File: config.mk
export PLATFORM = sky130hd
export DESIGN_NAME = pipe_adder_seg_flat
export DESIGN_NICKNAME = d
export VERILOG_FILES = /design/src/rtl/pipe_adder_seg_pkg.sv /design/src/rtl/pipe_adder_seg_if.sv /design/src/rtl/adder_seg.sv /design/src/rtl/pipe_adder_seg.sv /design/src/flat_wrapper.sv
export SDC_FILE = /design/constraint.sdc
export NUM_CORES = 1
export LEC_CHECK = 0
export BUFFER_PORTS_ARGS = -buffer_cell sky130_fd_sc_hd__buf_2
export CORE_ASPECT_RATIO = 0.8
export CORE_MARGIN = 2
export CORE_UTILIZATION = 30
export CTS_BUF_LIST = sky130_fd_sc_hd__clkbuf_8 sky130_fd_sc_hd__clkbuf_16
export CTS_CLUSTER_SIZE = 40
export DETAILED_ROUTE_END_ITERATION = 7
export MAX_ROUTING_LAYER = met4
export PLACE_DENSITY = 0.56
export SYNTH_ARGS = -nofsm -noshare
export SYNTH_HDL_FRONTEND = slang
export SYNTH_HIERARCHICAL = 1
export SYNTH_SLANG_ARGS = --single-unit
File: constraint.sdc
create_clock -name clk -period 6.6 [get_ports clk]
set_input_delay 0.99 -clock clk [delete_from_list [all_inputs] [get_ports clk]]
set_output_delay 0.99 -clock clk [all_outputs]
set_load 0.005 [all_outputs]
File: src/rtl/pipe_adder_seg_pkg.sv
// Shared definitions for the segmented pipelined adder: mode encoding and the full-adder cell.
package pipe_adder_seg_pkg;

  localparam logic MODE_ADD = 1'b0;
  localparam logic MODE_SUB = 1'b1;

  // Returns {carry_out, sum} of a one-bit full adder.
  function automatic logic [1:0] full_add(input logic a, input logic b, input logic c);
    return {(a & b) | (c & (a ^ b)), a ^ b ^ c};
  endfunction

endpackage

File: src/rtl/pipe_adder_seg_if.sv
// Operand/result handshake bundle for pipe_adder_seg; master drives operands, slave returns results.
interface pipe_adder_seg_if #(
  parameter int unsigned WIDTH = 16
);
  logic             in_valid;
  logic             in_ready;
  logic [WIDTH-1:0] A;
  logic [WIDTH-1:0] B;
  logic             Cin;
  logic             mode;
  logic             out_valid;
  logic             out_ready;
  logic [WIDTH-1:0] sum;
  logic             cy;
  logic             ovf;

  modport master (
    output in_valid, A, B, Cin, mode, out_ready,
    input  in_ready, out_valid, sum, cy, ovf
  );

  modport slave (
    input  in_valid, A, B, Cin, mode, out_ready,
    output in_ready, out_valid, sum, cy, ovf
  );
endinterface

File: src/rtl/adder_seg.sv
// Combinational SEG-bit ripple-carry adder built from full-adder cells.
module adder_seg
  import pipe_adder_seg_pkg::*;
#(
  parameter int unsigned SEG = 8
) (
  input  logic [SEG-1:0] a,
  input  logic [SEG-1:0] b,
  input  logic           ci,
  output logic [SEG-1:0] s,
  output logic           co,
  output logic           c_msb
);
  logic [SEG:0] c;

  assign c[0] = ci;

  for (genvar i = 0; i < SEG; i++) begin : g_fa
    assign {c[i+1], s[i]} = full_add(a[i], b[i], c[i]);
  end

  assign co    = c[SEG];
  // Carry into the top bit of the segment, needed for signed overflow at the MSB stage.
  assign c_msb = c[SEG-1];
endmodule

File: src/rtl/pipe_adder_seg.sv
// Pipelined add/subtract unit: one SEG-bit segment per stage, skewed operands, optional saturation.
module pipe_adder_seg
  import pipe_adder_seg_pkg::*;
#(
  parameter int unsigned WIDTH = 16,
  parameter int unsigned SEG   = 8,
  parameter int unsigned SAT   = 0
) (
  input logic            clk,
  input logic            rst,
  pipe_adder_seg_if.slave bus
);
  localparam int unsigned N  = WIDTH / SEG;
  localparam int unsigned NR = (N > 1) ? N - 1 : 1;

  logic advance;

  // Stage-k inputs: operands (B already inverted for subtract), carry, partial result, valid.
  logic [WIDTH-1:0] st_a   [N];
  logic [WIDTH-1:0] st_b   [N];
  logic [WIDTH-1:0] st_res [N];
  logic             st_c   [N];
  logic             st_v   [N];

  // Inter-stage registers: r_*[k] is the output of stage k feeding stage k+1.
  logic [WIDTH-1:0] r_a   [NR];
  logic [WIDTH-1:0] r_b   [NR];
  logic [WIDTH-1:0] r_res [NR];
  logic             r_c   [NR];
  logic             r_v   [NR];

  logic [SEG-1:0]   seg_s    [N];
  logic             seg_co   [N];
  logic             seg_cmsb [N];

  logic [WIDTH-1:0] raw_sum;
  logic [WIDTH-1:0] sat_sum;
  logic             raw_ovf;

  assign advance      = !bus.out_valid || bus.out_ready;
  assign bus.in_ready = advance;

  assign st_a[0]   = bus.A;
  assign st_b[0]   = (bus.mode == MODE_SUB) ? ~bus.B : bus.B;
  assign st_c[0]   = (bus.mode == MODE_ADD) ? bus.Cin : 1'b1;
  assign st_res[0] = '0;
  assign st_v[0]   = bus.in_valid;

  for (genvar k = 0; k < N; k++) begin : g_stage
    adder_seg #(.SEG(SEG)) u_adder (
      .a     (st_a[k][k*SEG +: SEG]),
      .b     (st_b[k][k*SEG +: SEG]),
      .ci    (st_c[k]),
      .s     (seg_s[k]),
      .co    (seg_co[k]),
      .c_msb (seg_cmsb[k])
    );

    if (k > 0) begin : g_feed
      assign st_a[k]   = r_a[k-1];
      assign st_b[k]   = r_b[k-1];
      assign st_res[k] = r_res[k-1];
      assign st_c[k]   = r_c[k-1];
      assign st_v[k]   = r_v[k-1];
    end

    if (k < N - 1) begin : g_reg
      always_ff @(posedge clk) begin
        if (rst) begin
          r_v[k]   <= 1'b0;
          r_a[k]   <= '0;
          r_b[k]   <= '0;
          r_res[k] <= '0;
          r_c[k]   <= 1'b0;
        end else if (advance) begin
          r_v[k]   <= st_v[k];
          r_a[k]   <= st_a[k];
          r_b[k]   <= st_b[k];
          // Segment k of the partial result is still zero here, so OR-ing inserts it.
          r_res[k] <= st_res[k] | (WIDTH'(seg_s[k]) << (k*SEG));
          r_c[k]   <= seg_co[k];
        end
      end
    end
  end

  assign raw_sum = st_res[N-1] | (WIDTH'(seg_s[N-1]) << ((N-1)*SEG));
  assign raw_ovf = seg_co[N-1] ^ seg_cmsb[N-1];
  assign sat_sum = st_a[N-1][WIDTH-1] ? {1'b1, {(WIDTH-1){1'b0}}} : {1'b0, {(WIDTH-1){1'b1}}};

  // Final stage registers the outputs; data only changes when a real beat lands.
  always_ff @(posedge clk) begin
    if (rst) begin
      bus.out_valid <= 1'b0;
      bus.sum       <= '0;
      bus.cy        <= 1'b0;
      bus.ovf       <= 1'b0;
    end else if (advance) begin
      bus.out_valid <= st_v[N-1];
      if (st_v[N-1]) begin
        bus.sum <= ((SAT != 0) && raw_ovf) ? sat_sum : raw_sum;
        bus.cy  <= seg_co[N-1];
        bus.ovf <= raw_ovf;
      end
    end
  end
endmodule

File: src/flat_wrapper.sv
// flat-port wrapper written by rule: the top's interface ports become plain ports
module pipe_adder_seg_flat import pipe_adder_seg_pkg::*;
#(
  parameter int unsigned WIDTH = 16,
  parameter int unsigned SEG   = 8,
  parameter int unsigned SAT   = 0
)
  (clk, rst, bus_in_valid, bus_A, bus_B, bus_Cin, bus_mode, bus_out_ready, bus_in_ready, bus_out_valid, bus_sum, bus_cy, bus_ovf);
  pipe_adder_seg_if #(.WIDTH(WIDTH)) bus_i ();
  input logic clk;
  input logic rst;
  input wire logic [$bits(bus_i.in_valid)-1:0] bus_in_valid;
  input wire logic [$bits(bus_i.A)-1:0] bus_A;
  input wire logic [$bits(bus_i.B)-1:0] bus_B;
  input wire logic [$bits(bus_i.Cin)-1:0] bus_Cin;
  input wire logic [$bits(bus_i.mode)-1:0] bus_mode;
  input wire logic [$bits(bus_i.out_ready)-1:0] bus_out_ready;
  output wire logic [$bits(bus_i.in_ready)-1:0] bus_in_ready;
  output wire logic [$bits(bus_i.out_valid)-1:0] bus_out_valid;
  output wire logic [$bits(bus_i.sum)-1:0] bus_sum;
  output wire logic [$bits(bus_i.cy)-1:0] bus_cy;
  output wire logic [$bits(bus_i.ovf)-1:0] bus_ovf;
  assign bus_i.in_valid = bus_in_valid;
  assign bus_i.A = bus_A;
  assign bus_i.B = bus_B;
  assign bus_i.Cin = bus_Cin;
  assign bus_i.mode = bus_mode;
  assign bus_i.out_ready = bus_out_ready;
  assign bus_in_ready = bus_i.in_ready;
  assign bus_out_valid = bus_i.out_valid;
  assign bus_sum = bus_i.sum;
  assign bus_cy = bus_i.cy;
  assign bus_ovf = bus_i.ovf;
  pipe_adder_seg #(.WIDTH(WIDTH), .SEG(SEG), .SAT(SAT)) u_core (.clk(clk), .rst(rst), .bus(bus_i));
endmodule
==> impl_results.md, run 1 <==
- Most common cell after layout, fill and taps aside: buf_2
- Port bufs: 57
- Vias in the first global route: approximately 1400
- Initial antenna violation count: 0
- Worst Hold Class: reg -> reg
- Yosys cell types: 26
- Detailed Route Iter0 Violations: 60
- Inst Count DP: 350
- Setup Viol. Count Final: 0
- Clock Power Share: 30.1%
- Post-Route WL: around 4.4 mm
- Grt ovf: 0
- Diodes inserted: 0
- Cell count after synthesis: 198
- # nets final: just over 300
- Clk Latency, worst-skew pair: approximately 290 ps
- Sw Ratio: roughly a quarter
- Final std cells w/o fill: approximately 360
- Clock buffer count from CTS: 5
- Area grow syn2layout: 17.06%
- Fmax: between 0.2 and 0.25 GHz
- Flop pwr share: a little over half
- CTS Root Cell: clkbuf_8
- Post-CTS Repair Setup Buffers: 0
- Status: finished, final reports clean
- Max-cap check violation count: 0
- Ys Warns: 6
- Worst EP required: ~6600 ps
- Largest net degree at the start of global routing: 27
- Filler instances: 799
- Vias per cell: 3.972
- Power density over cell area: 232.3 nW/um2
- Clock transition at path regs: about 80 ps
- Post-cts sizing count: 0
- Die ar.: about 8800 um2
- Least-Margin Pin Slew: approximately 1100 ps
- Drt first pass iters: 5
- CP Launch Type: input pin
- Sw Pwr: roughly 160 uW
- Synthesized area per cell: roughly 12 um2
- Per-cell routed wire length: 12.37 um
- Final Hold Vio Count: 0
- Worst EP arrival: around 4600 ps
- Kind of critical path: in -> reg
- Total Routing Usage GR: 10.77%
- Gpl congestion: around 0.73
- Mapped Nets: 252
- Final period util: between 60 and 70%
- Std cell rows: 29
- H-tree level count: 2
- Hpwl dp: about 3.3 mm
- Layout cells sized above 1: about two fifths
- RSZ-0062 raised after global routing: no
- ANT nets after route: 0
- Sequential cell area: 1161 um2
- Cts hold-fix bufs: 0
- CORE AREA: between 7000 and 8000 um2
- Internal: between 400 and 500 uW
- Worst Skew: 8.817 ps
- Rel. slew slack: 27.69%
- Final setup TNS: 0 ps
- Clk buf depth: 2
- Global-route wire length before repair: slightly above 7 mm
- Die X: 104.1 um
- Logic pwr share: between 10% and 20%
- Commonest cells after routing, fill and taps aside: buf_2, edfxtp_1, inv_1, dfxtp_1, nand3_1
- Clk sink count: 45
- Residual DRC count: 0
- Boundary pin count: between 50 and 60
- Sequential-to-total area share from yosys stat: between 40 and 50%
- Final Critical Period: around 4600 ps
- P_leak: 0.001197 uW
- CP endpoint kind: register
- Vias post-DR: 1422
- CTS tree: yes
- Starting Density: 30.56%
- Chip Height: between 80 and 90 um
- Synth Register Bits: between 40 and 50
- Max-slew violations: 0
- Crit-path max FO: 17
- Cell area after synthesis: about 2400 um2
- Area of the multi-input gates: 1046 um2
- Max VDD drop: around 0.000094 V
[routing by layer]
metal  part of all wire (%)  global-route usage, %  up-vias
met3                    5.2                  2.732        2
met1                     54                  16.55      629
met4                   0.77                  2.948        0
met2                     40                  13.70       46
met5                      0                      -        -
li1                       -                      -      745
[synthesized netlist by cell type]
| cell | instances | area, um2 |
|---|---|---|
| nand3_1 | 17 | 85.08 |
| o21ai_0 | 7 | 35.03 |
| o21ai_2 | 10 | 87.58 |
| and2_1 | 8 | 50.05 |
| xnor2_1 | 9 | 78.83 |
| buf_2 | 5 | 25.02 |
| buf_4 | 3 | 22.52 |
| a311oi_2 | 1 | 15.01 |
| nand2b_1 | 1 | 6.260 |
| buf_8 | 1 | 15.01 |
| nor2_8 | 1 | 20.02 |
| or2b_1 | 1 | 7.510 |
| or2_2 | 1 | 6.260 |
| xor2_1 | 8 | 70.07 |
| and2_4 | 10 | 87.58 |
| nor2b_4 | 1 | 13.76 |
| inv_2 | 2 | 7.510 |
| inv_1 | 20 | 75.07 |
| dfxtp_1 | 19 | 380.4 |
| a21oi_1 | 9 | 45.04 |
| a21oi_2 | 10 | 87.58 |
| fa_1 | 16 | 320.3 |
| nor2_1 | 8 | 30.03 |
| buf_12 | 1 | 20.02 |
| buf_6 | 3 | 33.78 |
| edfxtp_1 | 26 | 780.8 |
[flip-flops by register name, summed over array words and instances, names as in the netlist]
register and count:
u_core/r_c 1, u_core/bus.ovf 1, u_core/r_a 8, u_core/bus.cy 1
u_core/bus.sum 16, u_core/r_b 8, u_core/r_res 8, u_core/r_v 1
u_core/bus.out_valid 1
[kinds of logic (layout without fill, tap and decap cells)]
group / count (synthesis) / after routing / synth area share [%]
adder cells (fa/ha/maj): 16 / 16 / 13.31
buffers and inverters: 35 / 87 / 8.268
XOR/XNOR: 17 / 17 / 6.189
AO/OA/AOI/OAI: 37 / 37 / 11.23
AND/OR/NAND/NOR: 48 / 48 / 12.74
flip-flops: 45 / 45 / 48.26
[area by class of cell]
type,count,share of cell area (%)
Inverter,22,2.932
Clock buffer,5,2.443
Timing Repair Buffer,57,10.13
Sequential cell,45,41.23
Clock inverter,3,1.333
Tap cell,108,4.798
Multi-Input combinational cell,118,37.14
[power groups by stage]
stage / combinational (uW) / clock (uW) / sequential [uW]
CTS: 119 / 203 / 341
finish: 116 / 197 / 341
global route: 133 / 215 / 345
floorplan: 85.5 / 0 / 343
global placement: 118 / 0 / 347
detailed placement: 118 / 0 / 348
[critical path: stages]
cell	delay, ps
buf_2	250
or2_2	350
inv_1	70
fa_1	160
inv_1	60
fa_1	370
fa_1	390
fa_1	380
fa_1	390
fa_1	360
inv_1	70
fa_1	150
inv_1	50
fa_1	410
and2_1	140
[metrics by stage]
stage	worst slack [ps]	cell area [um2]	util (%)	hold WS (ps)	total power, uW
6_report	2028	2816	35.77	464.7	654.2
3_3_place_gp	1792	2710	34.42	454.3	465.4
4_1_cts	2002	2816	35.77	467.4	663.4
3_5_place_dp	1696	2710	34.42	455.3	466.1
2_1_floorplan	1862	2406	-	462.8	428.5
5_1_grt	1855	2816	35.77	476.6	692.0
[path summary, 6_finish.rpt]
check                           depth (start not counted)                       startpoint  slack [ps]                               end
worst max-delay path                                   15                         bus_mode        2030  u_core/r_res[0][7]$_SDFFCE_PN0P_
worst min-delay path                                    2  u_core/bus.sum[15]$_SDFFE_PP0P_         460   u_core/bus.sum[15]$_SDFFE_PP0P_
worst max register to register                         14   u_core/r_a[0][8]$_SDFFCE_PN0P_        2770       u_core/bus.ovf$_SDFFE_PP0P_
worst min register to register                          2  u_core/bus.sum[15]$_SDFFE_PP0P_         460   u_core/bus.sum[15]$_SDFFE_PP0P_
Note: power is estimated with default switching activity, not from simulation.
==> inputs of run 2 (changes only) <==
--- a/config.mk
+++ b/config.mk
@@ -5,6 +5,7 @@
 export SDC_FILE = /design/constraint.sdc
 export NUM_CORES = 1
 export LEC_CHECK = 0
+export ABC_AREA = 1
 export BUFFER_PORTS_ARGS = -buffer_cell sky130_fd_sc_hd__buf_2
 export CORE_ASPECT_RATIO = 0.8
 export CORE_MARGIN = 2
@@ -13,7 +14,7 @@
 export CTS_CLUSTER_SIZE = 40
 export DETAILED_ROUTE_END_ITERATION = 7
 export MAX_ROUTING_LAYER = met4
-export PLACE_DENSITY = 0.56
+export PLACE_DENSITY = 0.58
 export SYNTH_ARGS = -nofsm -noshare
 export SYNTH_HDL_FRONTEND = slang
 export SYNTH_HIERARCHICAL = 1
==> constraint.sdc (replaced) <==
create_clock -name clk -period 4 [get_ports clk]
set_input_delay 0.6 -clock clk [delete_from_list [all_inputs] [get_ports clk]]
set_output_delay 0.6 -clock clk [all_outputs]
set_load 0.005 [all_outputs]
==> impl_results.md, run 2 <==
- Least-Margin Pin Slew: 579.7 ps (-504.9 ps)
- Vias post-DR: 1559 (+9.6%)
- Final setup TNS: 0 ps (unchanged)
- CTS Root Cell: clkbuf_8
- Worst Skew: 5.602 ps (-3.216 ps)
- Synthesized area per cell: 9.391 um2 (-23%)
- Per-cell routed wire length: 9.800 um (-21%)
- Sequential-to-total area share from yosys stat: 48.48% (+0.23 points)
- Post-Route WL: 4.106 mm (-7.3%)
- Post-CTS Repair Setup Buffers: 0 (unchanged)
- Synth cell count leaders: nor2_1, inv_1, edfxtp_1
- Asr flop ratio synth: 0% (unchanged)
- Global-route wire length before repair: 7.210 mm (-0.85%)
- Clock transition at path regs: 80 ps (about the same)
- CP delay by family, top: adder cells
- Status: finished, final reports clean
- Area grow syn2layout: 19.28%
- Die X: 103.9 um (-0.23%)
- Kind of critical path: in -> reg
- Port bufs: 57 (unchanged)
- RSZ-0062 raised after global routing: no
- Post-synth EDFFs: 26 (unchanged)
- Final period util: just over 90%
- Total Routing Usage GR: 10.51% (-0.26 points)
- Setup Viol. Count Final: 0 (unchanged)
- Vias per cell: 3.721 (-6.3%)
- CP most frequent cell: fa_2
- Starting Density: 30.56% (about the same)
- Boundary pin count: 58 (unchanged)
- Most common cell after layout, fill and taps aside: nor2_1
- Detailed Route Iter0 Violations: 78 (+30%)
- Placement Setup Slack: -56.50 ps (-1752 ps)
- Power density over cell area: 384.9 nW/um2 (+66%)
- Worst Hold Class: reg -> reg
- Grt ovf: 0 (unchanged)
- Inst Count DP: 411 (+17%)
- Clk Latency, worst-skew pair: 290 ps (about the same)
- CP Launch Type: input pin
- Final std cells w/o fill: 419 (+17%)
- Cell area after synthesis: 2395 um2 (-0.47%)
- Residual DRC count: 0 (unchanged)
- Diodes inserted: 0 (unchanged)
- Crit path cell chain: buf_2, or2_2, inv_2, fa_1, inv_1, fa_2, fa_2, fa_2, fa_2, fa_2, inv_1, fa_1, inv_1, fa_1, inv_1, nor2_1
- Yosys cell types: 19 (-27%)
- Cell count after synthesis: 255 (+29%)
- Fmax: roughly 0.27 GHz
- Yosys top cell by area: edfxtp_1
- CTS tree: yes
- ANT nets after route: 0 (unchanged)
- Std cell rows: 29 (unchanged)
- Layout cells sized above 1: 26.05% (-14 points)
- Clk sink count: 45 (unchanged)
- Worst EP arrival: 3770 ps (-840 ps)
- H-tree level count: 2 (unchanged)
- CP max stage delay: 430 ps (+20 ps)
- Hpwl dp: 3.198 mm (-3.6%)
- Top FF cell, synth: edfxtp_1
- Synth Register Bits: 45 (unchanged)
- Chip Height: 83.92 um (-0.22%)
- CP endpoint kind: register
- Rel. slew slack: 61.35% (+34 points)
- Share of the synthesized area in the top cell type: 32.60% (+0.15 points)
- Initial antenna violation count: 0 (unchanged)
- Gpl congestion: 0.7897 (+8.4%)
- Synth area leaders: edfxtp_1, dfxtp_1, fa_1
- Final Hold Vio Count: 0 (unchanged)
- Crit-path max FO: 3 (-14)
- Vias in the first global route: 1574 (+8.7%)
- Final Critical Period: between 3000 and 4000 ps
- Cts hold-fix bufs: 0 (unchanged)
- Setup ws final: 262.8 ps (-1765 ps)
- Clock buffer count from CTS: 5 (unchanged)
- Max FFs per register: 16 (unchanged)
- Max VDD drop: 0.0001495 V (+59%)
- Mapped Nets: 309 (+23%)
- CP bufs+invs: 6 (+1)
- Clk buf depth: 2 (unchanged)
- P_leak: 0.001438 uW (+20%)
- Die ar.: 8718 um2 (-0.45%)
- Util after Layout: 36.45% (+0.68 points)
- Commonest cells after routing, fill and taps aside: nor2_1, inv_1, buf_2, edfxtp_1, nand2_1
- CORE AREA: 7838 um2 (-0.46%)
- Count leader, synth: nor2_1
- Worst EP required: 4040 ps (-2600 ps)
- Total Power: 1099 uW (+68%)
- Drt first pass iters: 4 (-1)
- Max-cap check violation count: 0 (unchanged)
- Ys Warns: 6 (unchanged)
- # nets final: 364 (+20%)
- Largest net degree at the start of global routing: 27 (unchanged)
- CP max stage cell: fa_1
- Post-cts sizing count: 0 (unchanged)
- Largest register by flop count: u_core/bus.sum
- Max-slew violations: 0 (unchanged)
[run 2: logic make-up (layout without fill, tap and decap cells)]
family	after synthesis	count (layout)	synth area share, %
fa+ha+maj	16	16	13.38
simple gates	106	106	18.39
xor+xnor	16	16	5.852
compound gates	1	1	0.2088
buf+inv	71	127	13.69
flops	45	45	48.48
[run 2: final timing paths]
path	from	to	slack, ps	cells after the start
hold / removal	u_core/bus.sum[9]$_SDFFE_PP0P_	u_core/bus.sum[9]$_SDFFE_PP0P_	470	2
hold reg to reg	u_core/bus.sum[9]$_SDFFE_PP0P_	u_core/bus.sum[9]$_SDFFE_PP0P_	470	2
setup / recovery	bus_mode	u_core/r_res[0][7]$_SDFFCE_PN0P_	260	16
setup reg to reg	u_core/r_a[0][8]$_SDFFCE_PN0P_	u_core/bus.sum[15]$_SDFFE_PP0P_	330	16
[run 2: where the power goes]
| group | total (uW) | leakage, uW | switching (uW) | internal [uW] |
|---|---|---|---|---|
| registers | 565 | 0.000456 | 23.4 | 542 |
| clock network | 323 | 0.0000608 | 147 | 176 |
| logic | 211 | 0.000921 | 117 | 93.9 |
| total | 1100 | 0.00144 | 287 | 812 |
[run 2: final cells by class]
type / count / area [um2]
fill: 850 / 4981
sequential: 45 / 1161
multi-input combinational: 139 / 920.9
timing repair buffer: 59 / 300.3
inverter: 60 / 227.7
tap: 108 / 135.1
clock buffer: 7 / 107.6
clock inverter: 1 / 3.754
[run 2: per-stage QoR]
step | instance area, um2 | hold slack (ps)
6_report | 2856 | 466.1
5_1_grt | 2856 | 489.1
4_1_cts | 2854 | 474.3
3_5_place_dp | 2743 | 454.0
3_3_place_gp | 2743 | 447.4
2_1_floorplan | 2411 | 462.5
[run 2: worst min-delay path: stages (launching register included)]
cell and delay [ps]:
dfxtp_1 330, nor2_1 40, nor2_1 60
[run 2: routing by layer]
layer  share of wire, %  up-vias  GRT usage (%)  wire (um)
met4                  0        0          3.317          0
li1                   -      853              -          -
met1                 53      665          14.70       2168
met2                 42       41          15.13       1731
met3                5.0        0          2.420        206
met5                  0        -              -          0
